--- src/rtl/seq_shift_unit.sv ---
// seq_shift_unit: multi-cycle SHL/SHR/SHRA/ROL/ROR unit with a double-width result on {z_high,z_low}.
// Define SEQ_SHIFT_FAST_EN to replace the STEP-per-cycle RUN phase with a single-cycle barrel network.
module seq_shift_unit #(
  parameter int unsigned WIDTH = 32,
  parameter int unsigned AMT_W = 5,
  parameter int unsigned STEP  = 1
) (
  input  logic             clk,
  input  logic             clr,
  input  logic             start,
  input  logic [2:0]       op,
  input  logic [WIDTH-1:0] in1,
  input  logic [WIDTH-1:0] shifts,
  output logic             busy,
  output logic             done,
  output logic [WIDTH-1:0] z_low,
  output logic [WIDTH-1:0] z_high
);

  localparam logic [2:0] OP_SHL  = 3'b000;
  localparam logic [2:0] OP_SHR  = 3'b001;
  localparam logic [2:0] OP_SHRA = 3'b010;
  localparam logic [2:0] OP_ROL  = 3'b011;
  localparam logic [2:0] OP_ROR  = 3'b100;

  typedef enum logic [1:0] {S_IDLE, S_RUN, S_FIN} state_t;
  typedef int unsigned uint_t;

  state_t           state, state_d;
  logic [AMT_W-1:0] amt;
  logic             accept;
  logic             unused_shift_bits;

  assign amt               = shifts[AMT_W-1:0];
  assign unused_shift_bits = ^shifts[WIDTH-1:AMT_W];

  // Shifts the pair by s; right shifts treat z_low as the upper half so spilled bits land MSB-first in z_high.
  function automatic logic [2*WIDTH-1:0] shift_pair(input logic [2:0]       f,
                                                     input logic [WIDTH-1:0] lo,
                                                     input logic [WIDTH-1:0] hi,
                                                     input logic [AMT_W-1:0] s);
    logic [2*WIDTH-1:0] t;
    logic [2*WIDTH-1:0] r;
    uint_t              rot;
    rot = uint_t'(s) % WIDTH;
    t   = '0;
    r   = '0;
    case (f)
      OP_SHL:  r = {hi, lo} << s;
      OP_SHR: begin
        t = {lo, hi} >> s;
        r = {t[WIDTH-1:0], t[2*WIDTH-1:WIDTH]};
      end
      OP_SHRA: begin
        t = $signed({lo, hi}) >>> s;
        r = {t[WIDTH-1:0], t[2*WIDTH-1:WIDTH]};
      end
      OP_ROL: begin
        t = {lo, lo} << rot;
        r = {{WIDTH{1'b0}}, t[2*WIDTH-1:WIDTH]};
      end
      OP_ROR: begin
        t = {lo, lo} >> rot;
        r = {{WIDTH{1'b0}}, t[WIDTH-1:0]};
      end
      default: r = {hi, lo};
    endcase
    return r;
  endfunction

`ifndef SEQ_SHIFT_FAST_EN
  localparam logic [AMT_W-1:0] STEP_A = AMT_W'(STEP);

  logic [2:0]       op_q;
  logic [AMT_W-1:0] count;
  logic [AMT_W-1:0] step_s;

  assign step_s = (count < STEP_A) ? count : STEP_A;
`endif

  always_ff @(posedge clk or posedge clr) begin
    if (clr) state <= S_IDLE;
    else     state <= state_d;
  end

  always_comb begin
    state_d = state;
    accept  = 1'b0;
    case (state)
      S_IDLE, S_FIN: begin
        state_d = S_IDLE;
        if (start) begin
          accept = 1'b1;
`ifdef SEQ_SHIFT_FAST_EN
          state_d = S_FIN;
`else
          state_d = (amt == '0 || op > OP_ROR) ? S_FIN : S_RUN;
`endif
        end
      end
      S_RUN: begin
`ifndef SEQ_SHIFT_FAST_EN
        if (count == step_s) state_d = S_FIN;
`endif
      end
      default: state_d = S_IDLE;
    endcase
  end

  assign busy = (state == S_RUN);
  assign done = (state == S_FIN);

`ifdef SEQ_SHIFT_FAST_EN
  always_ff @(posedge clk or posedge clr) begin
    if (clr) begin
      z_low  <= '0;
      z_high <= '0;
    end else if (accept) begin
      {z_high, z_low} <= shift_pair(op, in1, '0, amt);
    end
  end
`else
  always_ff @(posedge clk or posedge clr) begin
    if (clr) begin
      z_low  <= '0;
      z_high <= '0;
      op_q   <= '0;
      count  <= '0;
    end else if (accept) begin
      z_low  <= in1;
      z_high <= '0;
      op_q   <= op;
      count  <= amt;
    end else if (state == S_RUN) begin
      {z_high, z_low} <= shift_pair(op_q, z_low, z_high, step_s);
      count           <= count - step_s;
    end
  end
`endif

endmodule
--- config.mk ---
export PLATFORM = sky130hd
export DESIGN_NAME = seq_shift_unit
export DESIGN_NICKNAME = d
export VERILOG_FILES = /design/src/rtl/seq_shift_unit.sv
export SDC_FILE = /design/constraint.sdc
export NUM_CORES = 1
export LEC_CHECK = 0
export CORE_MARGIN = 5
export CORE_UTILIZATION = 51
export CTS_BUF_LIST = sky130_fd_sc_hd__clkbuf_4
export DETAILED_ROUTE_END_ITERATION = 10
export PLACE_DENSITY = 0.88
export SLEW_MARGIN = 20
export SYNTH_ARGS = -nofsm -noshare
export SYNTH_HDL_FRONTEND = slang
export SYNTH_SLANG_ARGS = --single-unit
--- constraint.sdc ---
create_clock -name clk -period 7.2 [get_ports clk]
set_input_delay 1.44 -clock clk [delete_from_list [all_inputs] [get_ports clk]]
set_output_delay 1.44 -clock clk [all_outputs]
set_load 0.005 [all_outputs]
Yosys cells after proc, flatten, opt, wreduce, memory -nomap -nowiden. Index checks and enable logic that the tools add are counted.

Equal/unequal tests: 8. $add $sub $neg: 1. Shifts and indexed selects: 5. Magnitude comparators: 2. Muxes and demuxes: 14. Reduce and logical (&&, ||, !) cells: 8.

Operators with widths (number): $pmux 64 s5 (1); $mux 32 (4); $shl 64x5->64 (2); $shr 64x5->32 (1); $shr 64x5->64 (1); $sshr 64x5->64 (1); $mux 5 (3); $eq 3x2->1 const B (2); $mux 2 (3); $reduce_bool 6->1 (1); $eq 5x5->1 (1); $logic_not 5->1 (1); $lt 5x1->1 const B (1); $sub 5x5->5 (1); $pmux 2 s2 (1); $eq 3x1->1 const B (1); $eq 3x3->1 const B (1); $gt 3x3->1 const B (1); $logic_not 3->1 (1); $eq 2x1->1 const B (1); $eq 2x2->1 const B (1); $logic_not 2->1 (1); $mux 1 (2); $ne 2x1->1 const B (1); 4 further kinds (4).

Register bits after elaboration: 74. Output and inout port bits: 66. Logic and storage cells: 43.

Depth between registers and ports, before layout. Gate-level depths: netlist of the first run.

Depth after elaboration: 6. Depth in mapped cells: 7. Depth with buffers taken out: 7.

Worst setup path before layout of the first run. No wires, ideal clock.

Path kind: input to register. From: in start. To: reg z_high[27]. Required time: 7118 ps. Library setup time: 82 ps. Slack: 4718 ps. Stages: 6. Arrival time: 2401 ps. Path through: nor2b_1 clkbuf_1 nor2_1 buf_1 o21ai_0 a31oi_1.

Word-level cells in the longest chain between the ends: 4. Elaborated cells between the ends (all ways): 6. Those cells by class: mux: 3; reduce/logical: 3.

Ends and longest elaborated chain: from (decl) (RTL line 10) `input logic start,`; $mux 1 (*) (RTL line 92) `if (start) begin`; $mux 1 (*) (RTL line 89) `case (state)`; $reduce_bool 6->1 (no line) / $reduce_bool 2->1 (equally long branches); $reduce_and 2->1 (no line); to (signal assigned) (RTL line 135) `{z_high, z_low} <= shift_pair(op_q, z_low, z_high, step_s);`; to (decl) (RTL line 17) `output logic [WIDTH-1:0] z_high`.

Mark *: on every way between the ends. The rest lies on a longest branch, timed or not. A chain may end at the register's enable or synchronous reset.

Worst setup path in the final report of the first run.
From: in start. To: reg z_high[19].

Same word-level chain as after synthesis.

==> reports/metrics.yaml, run 1 <==
cts_buffers: 9
leakagePower_nw: 2.10
crit_type: "input port to flop"
nFillCells: 597
fin_skew_ns: 0.0190
worstRegToRegCells: 6
yosysSeqAreaShare: 0.452
synth_cell_types: 44
avgViaCountPerCell: 5.98
dr.first_iter.drc_count: 188
synth_common_cells: "o21ai_0 (111), dfrtp_1 (74), nor2_1 (67), nand2_1 (51), a31oi_1 (30)"
num_io_pins: 136
root_buffer: "clkbuf_4"
cts_setup_buffers: 0
period_share: 0.484
drc: 0
path_max_fanout: 47
synth_top_cell_area_share: 0.452
slew_headroom: 0.315
wire_per_inst_um: 16.8
fin_crit_ns: 3.48
design.core.area_um2: 7770
grt_pass1_vias: 4037
synth-edff-count: 0
p_per_area_nw_per_um2: 546
crit_arrival_ns: 3.75
fin_tns_setup_ns: 0
hold_depth: 2
max_freq_mhz: 287
firstDrtPassIters: 5
gp_congestion: 0.830
drive_gt1_frac: 0.111
rsz0062_at_grt: "false"
synth_cells: 489
syn_nets: 560
hold_buffers: 0
holdPathEnd: "z_high[1]"
avgSynthCellArea_um2: 8.38
grtUsageTotal: 0.228
drt-total-wl_um: 11400
path_clk_slew_ns: 0.14
dieWidth_um: 99.7
maxCapViolations: 0
p_total_mw: 2.95
rows: 32
r2r_end: "z_low[4]"
worstPathRequired_ns: 7.47
clockBufferDepth: 2
status: "finished, final reports clean"
hp-start: "z_high[1]"
synth_warnings: 0
vias: 4072
async_flop_share: 1.00
cts_tree: "done"
critPathCaptureType: "flop"
die_height_um: 99.7
worstMarginPinSlew_ns: 1.02
h-tree-depth: 3
peakVddDrop_mv: 0.333
synth_area_leader_cell: "dfrtp_1"
r2r-start: "count[1]"
diodes: 0
cts_sinks: 74
worst_setup_path_start_kind: "input port"
synth_area_leaders: "dfrtp_1 (45%), o21ai_0 (14%), mux2_2 (8.0%)"
antenna_found_initial: 0
grt_pass1_wl_um: 18600
post_cts_resized: 0
final_antenna_net_count: 0
grt_overflow_total: 0
post-dp-hpwl_um: 7430
area_growth_pct: 31.8
slew_viol_final: 0
yosysMostFrequentCell: "o21ai_0"
setup_viol: 0
grt_start_max_net_pins: 75
synthFlopType: "dfrtp_1"
hold_violations: 0
portBuffers: 108
r2r_slack_ns: 4.70
final_area_um2: 5400
fin_nets: 645
syn_area_um2: 4100
hold_path.class: "flop to flop"
design.die.area_um2: 9930
synth_seq_cells: 74
clk_latency_ns: 0.43
initial_core_util: 0.528
post_dp_cell_area_um2: 5180
[final cells by class]
class	instances	area [um2]	area share
multi-input combinational	369	2080	0.384
sequential	74	1850	0.343
timing repair buffer	116	1160	0.215
tap	102	128	0.0236
clock inverter	7	103	0.0190
clock buffer	9	67.6	0.0125
inverter	4	15.0	0.00278
[layer usage]
| metal | track usage | share of wire |
|---|---|---|
| met5 | 0 | 0 |
| met4 | 0.0914 | 0.015 |
| met3 | 0.0554 | 0.086 |
| met2 | 0.374 | 0.49 |
| met1 | 0.289 | 0.41 |
[registers in the layout, indices dropped and copies added, names as in the netlist]
name	cells
count	5
z_low	32
op_q	3
z_high	32
state	2
[through the flow]
stage                      util  std cells  setup slack [ns]  hold slack, ns
after floorplan               -        489              3.88           0.538
after global placement    0.668        663              3.28           0.569
after detailed placement  0.668        663              3.23           0.577
after CTS                 0.689        679              3.71           0.596
after global routing      0.696        681              3.50           0.614
final                     0.696        681              3.72           0.596
[layout by cell type, fill, tap and decap left out, types with 4 or more instances in the layout]
| cell type | count |
|---|---|
| o22ai_1 | 4 |
| nand2_1 | 51 |
| mux2_2 | 29 |
| a31oi_1 | 30 |
| dfrtp_1 | 74 |
| a21oi_1 | 11 |
| buf_4 | 6 |
| clkbuf_4 | 9 |
| nor2_1 | 66 |
| clkdlybuf4s50_1 | 108 |
| o21ai_1 | 20 |
| o211ai_1 | 5 |
| o21ai_0 | 110 |
[kinds of logic (layout without fill, tap and decap cells)]
family	after synthesis	in the layout	share of synthesized area
compound gates	194	194	0.260
simple gates	143	143	0.151
flops	74	74	0.452
buf+inv	46	136	0.0504
mux	29	29	0.0796
xor+xnor	2	2	0.00427
fa+ha+maj	1	1	0.00305
[how the worst max path moves through the flow]
stage | start | endpoint | cells past startpoint
6_report | start | z_high[19] | 6
5_1_grt | start | z_high[24] | 6
3_3_place_gp | start | z_high[26] | 6
4_1_cts | start | z_high[15] | 6
2_1_floorplan | clr | count[0] | 1
3_5_place_dp | start | z_high[15] | 6
[power breakdown]
part / internal [mW] / switching [mW] / leakage (nW)
combinational: 0.877 / 0.862 / 1.12
sequential: 0.644 / 0.265 / 0.888
clock: 0.144 / 0.159 / 0.0867
[critical path, cell delays in order]
cell	delay (ns)
clkdlybuf4s50_1	0.50
nor2b_4	0.84
nor2_1	0.42
buf_4	0.31
o21ai_0	0.11
a31oi_1	0.12
No activity file was read; power rests on OpenSTA's default activity.
==> run 2: changes to the inputs <==
- CORE_UTILIZATION: 51 -> 48
- PLACE_DENSITY: 0.88 -> 0.83
- clock period: 7.2 -> 3.3 ns (I/O delays scaled with it)
==> run 2 against run 1 <==
Cell count grew 0.59%. Count of clock-buffer cells in the layout is the same. Power grew 110%. Critical path type is now flop to output pin. Largest power group unchanged.
==> reports/metrics.yaml, run 2 (synthesis results as in run 1) <==
status: "finished, final reports clean"
grtUsageTotal: 0.222
hold_violations: 0
period_share: 0.797
wire_per_inst_um: 16.4
slew_viol_final: 0
setup_viol: 0
die_height_um: 102
cts_tree: "done"
hold_depth: 2
root_buffer: "clkbuf_4"
netSwitchingFraction: 0.439
slowest_stage: "clkdlybuf4s50_1"
final_common_cell: "o21ai_0"
r2r_slack_ns: 0.95
design.die.area_um2: 10500
fin_tns_setup_ns: 0
vias: 4066
rsz0062_at_grt: "false"
pwr-share-clk: 0.093
final_cell_mix: "o21ai_0 (110), clkdlybuf4s50_1 (108), dfrtp_1 (74)"
fin_skew_ns: 0.0166
path_delay_family: "buffers and inverters"
r2r_end: "z_high[22]"
cpPeakStageDelay_ns: 0.53
grt_start_max_net_pins: 63
path_max_fanout: 11
initial_core_util: 0.497
worstPathRequired_ns: 2.64
area_growth_pct: 31.2
path_cells: "nand2b_1, inv_1, clkdlybuf4s50_1"
crit_buf_inv: 2
ff_latch_area_um2: 1850
p_int_mw: 3.54
rows: 33
drt-total-wl_um: 11200
h-tree-depth: 3
clockBufferDepth: 2
maxCapViolations: 0
gp_congestion: 0.883
hold_buffers: 0
final_area_um2: 5380
portBuffers: 108
worstRegToRegCells: 6
post-dp-hpwl_um: 7360
r2r-start: "count[1]"
holdPathEnd: "z_high[1]"
fin_nets: 646
largest_registers: "z_high: 32 flops, z_low: 32 flops, count: 5 flops"
diodes: 0
final_antenna_net_count: 0
post_cts_resized: 0
hp-start: "z_high[1]"
cts_setup_buffers: 0
grt_pass1_wl_um: 18800
layout_setup_ws_ns: 0.669
post_dp_cell_area_um2: 5220
p_sw_mw: 2.77
place_ws_ns: 0.498
dr.first_iter.drc_count: 208
multiInputGateArea_um2: 2080
p_comb_frac: 0.593
design.core.area_um2: 8260
path_clk_slew_ns: 0.12
avgViaCountPerCell: 5.94
dieWidth_um: 102
drc: 0
grt_overflow_total: 0
num_io_pins: 136
grt_pass1_vias: 4028
slew_headroom: 0.471
drive_gt1_frac: 0.112
critPathCaptureType: "output pin"
nFillCells: 699
worst_setup_path_start_kind: "flop"
crit_type: "flop to output pin"
hold_path.class: "flop to flop"
cts_sinks: 74
p_per_area_nw_per_um2: 1170
cts_buffers: 9
firstDrtPassIters: 4
max_freq_mhz: 380
utilization: 0.652
peakVddDrop_mv: 0.519
p_seq_frac: 0.314
fin_crit_ns: 2.63
clk_latency_ns: 0.45
worstMarginPinSlew_ns: 0.793
crit_arrival_ns: 1.97
antenna_found_initial: 0
leakagePower_nw: 2.09
[run 2: cell types whose count changed in the layout (fill, tap and decap cells not counted), sizes merged]
cell and change:
buf +1, bufinv -1, clkinv +1
[run 2: how the worst max path moves through the flow]
stage	start	cells past startpoint	end
6_report	state[0]	3	busy
5_1_grt	state[0]	3	busy
4_1_cts	state[0]	3	busy
3_5_place_dp	start	6	z_high[1]
3_3_place_gp	start	6	z_high[1]
2_1_floorplan	clr	1	count[0]
[run 2: per-layer routing]
| layer | up-vias | global-route usage | routed length (um) | share of wire |
|---|---|---|---|---|
| met2 | 185 | 0.355 | 5290 | 0.47 |
| met4 | 0 | 0.0747 | 189 | 0.017 |
| met3 | 21 | 0.0655 | 1040 | 0.093 |
| li1 | 1913 | - | - | - |
| met1 | 1947 | 0.288 | 4710 | 0.42 |
| met5 | - | 0 | 0 | 0 |
[run 2: stage by stage]
step	total power, mW	hold slack [ns]	std cells
after floorplan	4.23	0.538	489
after global placement	5.53	0.571	669
after detailed placement	5.69	0.575	669
after CTS	6.30	0.592	685
after global routing	6.88	0.617	685
final	6.30	0.596	685
[run 2: power by group through the flow]
stage / Sequential (mW) / Clock, mW / Combinational (mW)
finish: 1.98 / 0.589 / 3.74
global route: 2.06 / 0.640 / 4.18
CTS: 1.96 / 0.598 / 3.74
detailed placement: 1.97 / 0 / 3.72
global placement: 1.95 / 0 / 3.58
floorplan: 1.83 / 0 / 2.40
[run 2: area by class of cell]
| cell class | count | share of cell area |
|---|---|---|
| inverter | 4 | 0.00279 |
| timing repair buffer | 117 | 0.216 |
| tap | 105 | 0.0244 |
| clock inverter | 7 | 0.0144 |
| multi-input combinational | 369 | 0.386 |
| sequential | 74 | 0.344 |
| clock buffer | 9 | 0.0126 |
[run 2: worst reg2reg max path, stage by stage (launching register included)]
cell and delay (ns):
dfrtp_1 0.45, or4_4 0.60, nor2_4 0.20, buf_4 0.47
nor2_4 0.24, nor2_1 0.17, a31oi_1 0.06
